[src/rtl/counter_scheduler.sv]
`default_nettype none
// ============================================================================
//  Module   : counter_scheduler
//  Purpose  : Round-robin arbiter that shares one external counter timer
//             among NUM_REQ requesters. The winner's duration is latched at
//             grant, the timer enable is driven for the owner, and a
//             one-cycle done (or aborted) pulse is returned when the timer
//             reaches the duration (or the owner withdraws its request).
//  Ports    : clock_i            - clock, rising edge
//             reset_i            - asynchronous reset, active-high
//             req_i              - level request per requester
//             duration_i         - per-requester target count, slice i*CW
//             grant_o            - one-hot owner of the timer, 0 when idle
//             done_o             - one-cycle completion pulse to owner
//             aborted_o          - one-cycle pulse when owner dropped req
//             busy_o             - high in every state except IDLE
//             counter_enable_o   - to counter.enable_i
//             counter_val_i      - from counter.counter_val_o
//             counter_finished_i - from counter.finished_o
//  Revision : 1.0 - initial release
// ============================================================================
module counter_scheduler #(
    parameter int NUM_REQ           = 4,
    parameter int MAX_COUNTER_VALUE = 2000,
    localparam int CW = $clog2(MAX_COUNTER_VALUE + 1),
    localparam int IW = (NUM_REQ > 1) ? $clog2(NUM_REQ) : 1
) (
    input  logic                  clock_i,
    input  logic                  reset_i,
    input  logic [NUM_REQ-1:0]    req_i,
    input  logic [NUM_REQ*CW-1:0] duration_i,
    output logic [NUM_REQ-1:0]    grant_o,
    output logic [NUM_REQ-1:0]    done_o,
    output logic [NUM_REQ-1:0]    aborted_o,
    output logic                  busy_o,
    output logic                  counter_enable_o,
    input  logic [CW-1:0]         counter_val_i,
    input  logic                  counter_finished_i
);

    typedef enum logic [1:0] {
        S_IDLE = 2'd0,
        S_ARM  = 2'd1,
        S_RUN  = 2'd2,
        S_DONE = 2'd3
    } state_t;

    state_t               state_q, state_d;
    logic [IW-1:0]        last_q, last_d;      // last winner == current owner while busy
    logic [CW-1:0]        dur_q, dur_d;
    logic [NUM_REQ-1:0]   grant_q, grant_d;
    logic [NUM_REQ-1:0]   done_q, done_d;
    logic [NUM_REQ-1:0]   aborted_q, aborted_d;
    logic                 enable_q, enable_d;
    logic                 busy_q;

    logic [IW-1:0]        win_idx;
    logic [CW-1:0]        win_dur;
    logic                 complete;

    // Search starts one past the previous winner and wraps, so every
    // requester is reached within NUM_REQ arbitrations.
    function automatic logic [IW-1:0] rr_pick(input logic [NUM_REQ-1:0] req,
                                              input logic [IW-1:0]      last);
        logic [IW-1:0] pick;
        logic          found;
        int            cand;
        pick  = last;
        found = 1'b0;
        for (int k = 1; k <= NUM_REQ; k++) begin
            cand = (int'(last) + k) % NUM_REQ;
            if (!found && req[cand]) begin
                found = 1'b1;
                pick  = IW'(cand);
            end
        end
        return pick;
    endfunction

    assign win_idx  = rr_pick(req_i, last_q);
    assign win_dur  = duration_i[win_idx*CW +: CW];

    // The finished flag covers durations beyond the counter's range, which
    // the value comparison alone could never reach.
    assign complete = (counter_val_i >= dur_q) || counter_finished_i;

    always_comb begin
        state_d   = state_q;
        last_d    = last_q;
        dur_d     = dur_q;
        grant_d   = grant_q;
        done_d    = '0;
        aborted_d = '0;
        enable_d  = enable_q;

        case (state_q)
            S_IDLE: begin
                if (|req_i) begin
                    state_d  = S_ARM;
                    last_d   = win_idx;
                    dur_d    = win_dur;
                    grant_d  = NUM_REQ'(1) << win_idx;
                    enable_d = 1'b1;
                end
            end
            // The counter clears on the enable rising edge during this
            // cycle, so its value is stale and must not be evaluated yet.
            S_ARM: begin
                state_d = S_RUN;
            end
            S_RUN: begin
                if (complete) begin
                    state_d  = S_DONE;
                    done_d   = grant_q;
                    grant_d  = '0;
                    enable_d = 1'b0;
                end else if (!req_i[last_q]) begin
                    state_d   = S_DONE;
                    aborted_d = grant_q;
                    grant_d   = '0;
                    enable_d  = 1'b0;
                end
            end
            // Together with IDLE this keeps enable low for at least two
            // cycles so the counter sees a clean rising edge on re-grant.
            S_DONE: begin
                state_d = S_IDLE;
            end
            default: begin
                state_d  = S_IDLE;
                grant_d  = '0;
                enable_d = 1'b0;
            end
        endcase
    end

    always_ff @(posedge clock_i or posedge reset_i) begin
        if (reset_i) begin
            state_q   <= S_IDLE;
            last_q    <= IW'(NUM_REQ - 1);
            dur_q     <= '0;
            grant_q   <= '0;
            done_q    <= '0;
            aborted_q <= '0;
            enable_q  <= 1'b0;
            busy_q    <= 1'b0;
        end else begin
            state_q   <= state_d;
            last_q    <= last_d;
            dur_q     <= dur_d;
            grant_q   <= grant_d;
            done_q    <= done_d;
            aborted_q <= aborted_d;
            enable_q  <= enable_d;
            busy_q    <= (state_d != S_IDLE);
        end
    end

    assign grant_o          = grant_q;
    assign done_o           = done_q;
    assign aborted_o        = aborted_q;
    assign busy_o           = busy_q;
    assign counter_enable_o = enable_q;

endmodule
`default_nettype wire

[config.mk]
export PLATFORM = sky130hd
export DESIGN_NAME = counter_scheduler
export DESIGN_NICKNAME = d
export VERILOG_FILES = /design/src/rtl/counter_scheduler.sv
export SDC_FILE = /design/constraint.sdc
export NUM_CORES = 1
export LEC_CHECK = 0
export BUFFER_PORTS_ARGS = -buffer_cell sky130_fd_sc_hd__buf_2
export CORE_MARGIN = 4
export CORE_UTILIZATION = 42
export DETAILED_ROUTE_END_ITERATION = 12
export HOLD_SLACK_MARGIN = 0.05
export PLACE_DENSITY = 0.81
export SLEW_MARGIN = 20
export SYNTH_ARGS = -nofsm -noshare
export SYNTH_HDL_FRONTEND = slang
export SYNTH_SLANG_ARGS = --single-unit
export TNS_END_PERCENT = 50
[constraint.sdc]
create_clock -name clock_i -period 1.87 [get_ports clock_i]
set_input_delay 0.2805 -clock clock_i [delete_from_list [all_inputs] [get_ports clock_i]]
set_output_delay 0.2805 -clock clock_i [all_outputs]
set_load 0.02 [all_outputs]
==> flow_summary.ini, run 1 <==
[clock_tree]
ctsLongestPathBuffers = 2
cts_tree = done
cts.htree.levels = 2
cts-root-buf = clkbuf_8
cts_hold_buf = 0
clock_latency_ns = 0.29
path_clk_slew_ns = 0.07
clkSinkCount = 29
cts_buffers = 5

[drt]
via_per_inst = 5.65
wl_um = 6160
route.met2.wl_um = 3150
first_pass_iters = 4
wire_per_inst_um = 17.7
wl_met3_um = 346
drcViolationCount = 0
top_layer = met4
ant_nets = 0
vias = 1965
met1_length_um = 2370
drtIter0Drc = 116

[power]
power-per-cell-area_mw_per_mm2 = 1660
design_power_total_w = 0.00492
p_leak_nw = 1.49
peakVddDrop_mv = 0.806

[synth]
yosys.area_share.simple = 0.148
seq_area_frac_synth = 0.367
synth_area_leaders = dfrtp_1 34%, ha_1 8.2%, mux2i_1 7.1%
synth_compound_area_frac = 0.189
synth_cell_types = 45
synth_seq_cells = 29
synth_top_family_by_area = compound AO/OA/AOI/OAI gates
netlist.area_leader.share = 0.341
synth_top_area_cell = dfrtp_1
syn_inst = 188
yosys.area_share.adder = 0.0820
synthMuxAreaShare = 0.141
synth_area_mm2 = 0.00198
avgSynthCellArea_um2 = 10.5
synth_xor_area_frac = 0
postSynthNetCount = 263
ys_warn_count = 0

[finish]
most-common-layout-cells = 76 x buf_2, 27 x dfrtp_1, 24 x buf_4
antenna_cells = 0
syn_to_final_growth_pct = 49.4
post-route-util = 0.662
layout.nets = 370
layout-drive-gt1-share = 0.537
mostFrequentLayoutCell = buf_2

[placement]
hpwl_um = 3640
globalplace.congestion = 0.771
place_ws_ns = -0.188
portBuffers = 75

[sta]
period_share = 1.08
rsz0062_at_grt = yes
maxSlewViolCount = 0
worst_slack_ns = -0.140
setup_viol = 16
tightest_slew_ns = 0.485
finalSetupTns_ns = -1.55
min_period_ns = 2.01
fmax_ghz = 0.497
hold_viol = 0
relSlewSlack = 0.675
finClkSkew_ns = 0.0101

[floorplanning]
die_y_um = 76.7
die_width_um = 76.7
ios = 76
core-area_mm2 = 0.00447
start_util = 0.443
dieArea_mm2 = 0.00589
fp-row-count = 24

[setup_path]
cp-end-kind = flip-flop
cp.arrival_ns = 2.18
r2r_start = dur_q[4]
crit_type = reg2reg
reg2reg_depth = 7
cp-start-kind = flip-flop
rrSetupSlack_ns = -0.14
critPathRequiredTime_ns = 2.04
cp_max_fo = 2
r2r_end = counter_enable_o

[global_route]
grt_usage = 0.181
antenna_found_initial = 0
grt_pass1_wl_um = 8630
grt_start_max_net_pins = 30
first_global_vias = 1941
grt-ovfl-total = 0

[worst_hold_path]
hold_path_class = in2async

[status]
outcome = finished, violations left
violations = negative setup slack

[job]
drv_cap = 0
[worst max-delay path, stage by stage (launching register included)]
cell     delay [ns]
dfrtp_1        0.39
inv_2          0.08
ha_4           0.20
a21o_1         0.18
a221o_1        0.30
a41o_4         0.27
a31oi_4        0.17
mux2_4         0.31
[routing by layer]
layer / global-route usage / vias to the layer above
met4: 0.112 / 0
met3: 0.0410 / 29
met2: 0.318 / 86
met5: 0 / -
met1: 0.197 / 934
li1: - / 916
[synthesized netlist by cell type (all sizes together)]
cell type and n:
inv 17, a211o 1, o221ai 10, a21oi 1, nand3b 1, nor3b 3
and3 4, mux2i 14, o21a 1, and2 1, nand4 1, a21o 6
nor2b 1, nand2b 2, buf 11, o41ai 1, nor4b 2, a41o 1
o41a 1, a22oi 1, nand2 9, and4 1, ha 13, dfstp 2
nand3 22, dfrtp 27, o21ai 3, a21boi 1, a31oi 5, mux2 12
o211ai 1, o221a 1, nor3 3, nor2 4, a32oi 1, nor4 1
a21bo 1, a221o 1
[registers in the layout, indices dropped and copies added, names as in the netlist]
| register | flops |
|---|---|
| dur_q | 11 |
| aborted_o | 4 |
| done_o | 4 |
| grant_o | 4 |
| last_q | 2 |
| state_q | 2 |
| busy_o | 1 |
| counter_enable_o | 1 |
[report_power, final]
group,switching [W],total (W),internal [W],leakage [nW]
clock network,0.000246,0.000680,0.000434,0.0585
registers,0.000150,0.00103,0.000877,0.365
logic,0.00158,0.00322,0.00164,1.06
[through the flow]
stage          instances  hold WS, ns  instance area, um^2
6_report             348       0.0633                 2960
5_1_grt              348       0.0883                 2960
4_1_cts              335       0.0659                 2740
3_5_place_dp         323        0.370                 2510
3_3_place_gp         323        0.363                 2510
2_1_floorplan        188        0.357                 1980
[final cells by class]
cell class	instances	area [um^2]
repair buffers	110	727
multi-input cells	132	1260
well taps	52	65.1
inverters	17	63.8
flip-flops and latches	29	728
fillers	323	1510
clock buffers	7	86.3
clock inverters	1	30.0
[worst max-delay path by stage]
stage / slack (ns) / start / cells after the start / end
floorplan: -0.1 / dur_q[4] / 7 / counter_enable_o
global placement: -0.14 / counter_val_i[4] / 7 / counter_enable_o
detailed placement: -0.19 / counter_val_i[4] / 7 / counter_enable_o
CTS: -0.15 / dur_q[4] / 7 / counter_enable_o
global route: -0.18 / dur_q[4] / 9 / grant_o[2]
finish: -0.14 / dur_q[4] / 7 / counter_enable_o
[cell families (layout without fill, tap and decap cells)]
logic type,after synthesis,in the layout
compound gates,37,38
mux,26,26
simple gates,55,55
buf+inv,28,135
flops,29,29
fa+ha+maj,13,13
[timing repair]
| action | 4_1_cts | 5_1_grt |
|---|---|---|
| cloned | 1 | 3 |
| pin swaps | 13 | 8 |
| gates resized for setup | 14 | 20 |
| buffers inserted | 3 | 11 |
| setup endpoints to repair | 23 | 26 |
| endpoints found under the hold margin | 0 | 0 |
Note: power is estimated with default switching activity, not from simulation.
==> run 2, diff against run 1 <==
--- a/config.mk
+++ b/config.mk
@@ -6,11 +6,13 @@
 export NUM_CORES = 1
 export LEC_CHECK = 0
 export BUFFER_PORTS_ARGS = -buffer_cell sky130_fd_sc_hd__buf_2
+export CAP_MARGIN = 40
 export CORE_MARGIN = 4
 export CORE_UTILIZATION = 42
 export DETAILED_ROUTE_END_ITERATION = 12
 export HOLD_SLACK_MARGIN = 0.05
-export PLACE_DENSITY = 0.81
+export MAX_ROUTING_LAYER = met4
+export PLACE_DENSITY = 0.78
 export SLEW_MARGIN = 20
 export SYNTH_ARGS = -nofsm -noshare
 export SYNTH_HDL_FRONTEND = slang
==> constraint.sdc (replaced) <==
create_clock -name clock_i -period 2.05 [get_ports clock_i]
set_input_delay 0.3075 -clock clock_i [delete_from_list [all_inputs] [get_ports clock_i]]
set_output_delay 0.3075 -clock clock_i [all_outputs]
set_load 0.02 [all_outputs]
==> flow_summary.ini, run 2 (synthesized netlist as in run 1, its figures left out) <==
[drt]
drcViolationCount = 0
wire_per_inst_um = 14.6
via_per_inst = 5.38
ant_nets = 0
first_pass_iters = 4
wl_um = 4670
vias = 1717
drtIter0Drc = 93

[setup_path]
critPathRequiredTime_ns = 2.21
cp.arrival_ns = 2.17
cp-end-kind = flip-flop
cp-start-kind = flip-flop
crit_type = reg2reg
cp_max_fo = 2
reg2reg_depth = 7

[global_route]
grt_pass1_wl_um = 8070
grt_usage = 0.174
grt-ovfl-total = 0
antenna_found_initial = 0
grt_start_max_net_pins = 35
first_global_vias = 1795

[worst_hold_path]
hold_path_class = in2async

[finish]
layout.nets = 341
mostFrequentLayoutCell = buf_2
seqCellArea_um2 = 728
multiInputGateArea_mm2 = 0.00113
stdcell_count = 319
layout-drive-gt1-share = 0.442
syn_to_final_growth_pct = 28.9
final_area_mm2 = 0.00256
most-common-layout-cells = 75 x buf_2, 27 x dfrtp_1, 22 x nand3_1
largest_reg_flops = 11
fillers = 378
largest-register = dur_q
antenna_cells = 0
post-route-util = 0.571

[sta]
hold_viol = 0
relSlewSlack = 0.649
finClkSkew_ns = 0.00264
fmax_ghz = 0.497
setup_viol = 0
whs_ns = 0.0989
rsz0062_at_grt = yes
period_share = 0.982
tightest_slew_ns = 0.511
min_period_ns = 2.01
maxSlewViolCount = 0

[floorplanning]
core-area_mm2 = 0.00447
start_util = 0.443
fp-row-count = 24
dieArea_mm2 = 0.00589
die_width_um = 76.7
ios = 76
die_y_um = 76.7

[clock_tree]
cts.htree.levels = 2
cts_buffers = 5
ctsLongestPathBuffers = 2
path_clk_slew_ns = 0.06
cts_tree = done
clock_latency_ns = 0.28
clkSinkCount = 29
cts-root-buf = clkbuf_8

[power]
peakVddDrop_mv = 0.651
design_power_total_w = 0.00351
p_leak_nw = 1.29
power-per-cell-area_mw_per_mm2 = 1370

[placement]
portBuffers = 75
place_area_mm2 = 0.00243
place_inst = 311
hpwl_um = 3570
globalplace.congestion = 0.831

[status]
outcome = finished clean

[job]
drv_cap = 0
[run 2: final cells by class]
cell class / instances / area share
multi-input combinational: 131 / 0.443
clock buffer: 7 / 0.0377
tap: 52 / 0.0255
inverter: 17 / 0.0250
timing repair buffer: 82 / 0.182
clock inverter: 1 / 0.00196
sequential: 29 / 0.285
[run 2: worst paths after layout]
path | from | endpoint | slack, ns
min reg2reg | dur_q[0] | dur_q[0] | 0.51
max | dur_q[6] | counter_enable_o | 0.04
min in group clock_i | duration_i[12] | dur_q[1] | 0.33
max in group asynchronous | reset_i | last_q[0] | 1.65
min | reset_i | state_q[1] | 0.1
max reg2reg | dur_q[6] | counter_enable_o | 0.04
[run 2: per-stage QoR]
stage	setup WS, ns	TNS [ns]
4_1_cts	0.00140	0
6_report	0.0367	0
3_5_place_dp	-0.0529	-0.0994
2_1_floorplan	0.0827	0
3_3_place_gp	0.0162	0
5_1_grt	-0.0264	-0.0300
[run 2: worst max-delay path: stages (launching register included)]
cell and delay [ns]:
dfrtp_1 0.36, inv_1 0.06, ha_1 0.23, and2_1 0.17, a221o_1 0.29, a41o_1 0.29, a31oi_4 0.18, mux2_4 0.32
[run 2: metal layers]
metal,vias up,GRT usage,part of all wire,wire length (um)
li1,856,-,-,-
met1,798,0.202,0.44,2030
met2,52,0.283,0.49,2280
met3,11,0.0410,0.048,222
met4,0,0.0833,0.029,135
met5,-,-,0,0
[run 2: what timing repair did]
action | 4_1_cts | 5_1_grt
gates resized for setup | 0 | 6
setup buffers | 0 | 0
hold buffers | 0 | 0
setup endpoints to repair | 0 | 22
[run 2: report_power, final]
part | total (W) | leakage (nW) | switching, W | internal [W]
Combinational | 0.00208 | 0.870 | 0.00113 | 0.000956
Sequential | 0.000916 | 0.365 | 0.000117 | 0.000799
Clock | 0.000511 | 0.0542 | 0.000208 | 0.000303
==> run 3, diff against run 2 <==
--- a/config.mk
+++ b/config.mk
@@ -8,11 +8,12 @@
 export BUFFER_PORTS_ARGS = -buffer_cell sky130_fd_sc_hd__buf_2
 export CAP_MARGIN = 40
 export CORE_MARGIN = 4
-export CORE_UTILIZATION = 42
+export CORE_UTILIZATION = 45
 export DETAILED_ROUTE_END_ITERATION = 12
+export GPL_TIMING_DRIVEN = 0
 export HOLD_SLACK_MARGIN = 0.05
 export MAX_ROUTING_LAYER = met4
-export PLACE_DENSITY = 0.78
+export PLACE_DENSITY = 0.82
 export SLEW_MARGIN = 20
 export SYNTH_ARGS = -nofsm -noshare
 export SYNTH_HDL_FRONTEND = slang
==> flow_summary.ini, run 3 (synthesized netlist as in run 1, its figures left out) <==
[clock_tree]
cts.htree.levels = 2
clkSinkCount = 29
cts_hold_buf = 0
clock_latency_ns = 0.28
ctsLongestPathBuffers = 2
cts-root-buf = clkbuf_8
path_clk_slew_ns = 0.06
cts_buffers = 5
cts_tree = done

[status]
violations = negative setup slack
outcome = finished, violations left

[power]
power_frac_comb = 0.624
p_leak_nw = 1.31
p_clk_frac = 0.130
internal_power_w = 0.00212
power-per-cell-area_mw_per_mm2 = 1370
peakVddDrop_mv = 0.640
seq_power_share = 0.246
p_sw_frac = 0.418
power_switching_w = 0.00152

[finish]
largest-register = dur_q
most-common-layout-cells = 77 x buf_2, 27 x dfrtp_1, 22 x nand3_1
syn_to_final_growth_pct = 33.4
multiInputGateArea_mm2 = 0.00119
antenna_cells = 0
seqCellArea_um2 = 728
post-route-util = 0.639
fillers = 321
largest_reg_flops = 11
layout-drive-gt1-share = 0.485
mostFrequentLayoutCell = buf_2
layout.nets = 348

[job]
drv_cap = 0

[placement]
hpwl_um = 3780
portBuffers = 75
globalplace.congestion = 0.859
place_ws_ns = -0.105

[floorplanning]
ios = 76
fp-row-count = 23
die_y_um = 74.4
core-area_mm2 = 0.00414
start_util = 0.479
die_width_um = 74.4
dieArea_mm2 = 0.00553

[sta]
hold_viol = 0
fmax_ghz = 0.486
maxSlewViolCount = 0
setup_viol = 1
period_share = 1.00
tightest_slew_ns = 0.505
rsz0062_at_grt = yes
min_period_ns = 2.06
finClkSkew_ns = 0.00725
worst_slack_ns = -0.00784
relSlewSlack = 0.663

[global_route]
grt_usage = 0.193
first_global_vias = 1780
antenna_found_initial = 0
grt_pass1_wl_um = 7970
grt-ovfl-total = 0
grt_start_max_net_pins = 20

[setup_path]
crit_type = reg2reg
critPathRequiredTime_ns = 2.22
cp-start-kind = flip-flop
cp.arrival_ns = 2.22
cp-end-kind = flip-flop
cp_max_fo = 3

[drt]
drcViolationCount = 0
drtIter0Drc = 109
wl_um = 5180
vias = 1758
wire_per_inst_um = 16.0
ant_nets = 0
first_pass_iters = 4
via_per_inst = 5.43

[worst_hold_path]
hold_path_class = in2async
-- run 3: cell types whose count changed in the layout (fill, tap and decap cells not counted), sizes merged --
cell	change
buf	+4
clkbuf	+4
clkinv	-1
-- run 3: timing repair --
item | in CTS | in global routing
setup endpoints to repair | 11 | 19
gates resized for setup | 1 | 21
pin swaps | 0 | 2
buffers inserted | 0 | 2
-- run 3: cell type report --
cell class                 count  area share
sequential                    29       0.275
timing repair buffer          78       0.158
tap                           50      0.0236
buffer                        11      0.0350
clock buffer                   8      0.0340
multi-input combinational    131       0.450
inverter                      17      0.0241
-- run 3: per-layer routing --
| layer | up-vias | routed length, um | global-route usage |
|---|---|---|---|
| li1 | 874 | - | - |
| met1 | 810 | 2120 | 0.239 |
| met2 | 65 | 2600 | 0.312 |
| met3 | 9 | 342 | 0.0365 |
| met4 | 0 | 115 | 0.0711 |
| met5 | - | 0 | - |
-- run 3: worst paths after layout --
| path | startpoint | end | slack [ns] | cells after the start |
|---|---|---|---|---|
| max in group asynchronous | reset_i | last_q[1] | 1.45 | 3 |
| worst min register to register | dur_q[0] | dur_q[0] | 0.52 | 2 |
| min in group clock_i | duration_i[20] | dur_q[9] | 0.34 | 3 |
| worst min-delay path | reset_i | dur_q[0] | 0.05 | 2 |
| worst max register to register | dur_q[6] | counter_enable_o | -0.008 | 7 |
| worst max-delay path | dur_q[6] | counter_enable_o | -0.008 | 7 |
-- run 3: worst max-delay path, stage by stage, from the launching register on --
cell and delay (ns):
dfrtp_1 0.37, inv_2 0.08, ha_4 0.20, and2_4 0.15, a221o_1 0.31, a41o_2 0.28, a31oi_4 0.23, mux2_4 0.32
-- run 3: power groups by stage --
stage	clock network (W)	logic [W]	registers, W
floorplan	0	0.00152	0.000948
global placement	0	0.00199	0.000891
detailed placement	0	0.00205	0.000895
CTS	0.000480	0.00206	0.000884
global route	0.000515	0.00249	0.000913
finish	0.000472	0.00227	0.000894
-- run 3: metrics by stage --
step,area [um^2],cells,hold slack (ns),power [W],TNS (ns)
after CTS,2540,322,0.0579,0.00342,-0.0374
after global routing,2650,324,0.0813,0.00392,-0.0651
final,2650,324,0.0539,0.00363,-0.00784
after global placement,2420,313,0.497,0.00288,-0.633
after floorplan,1980,188,0.384,0.00247,0
after detailed placement,2450,314,0.351,0.00294,-0.926
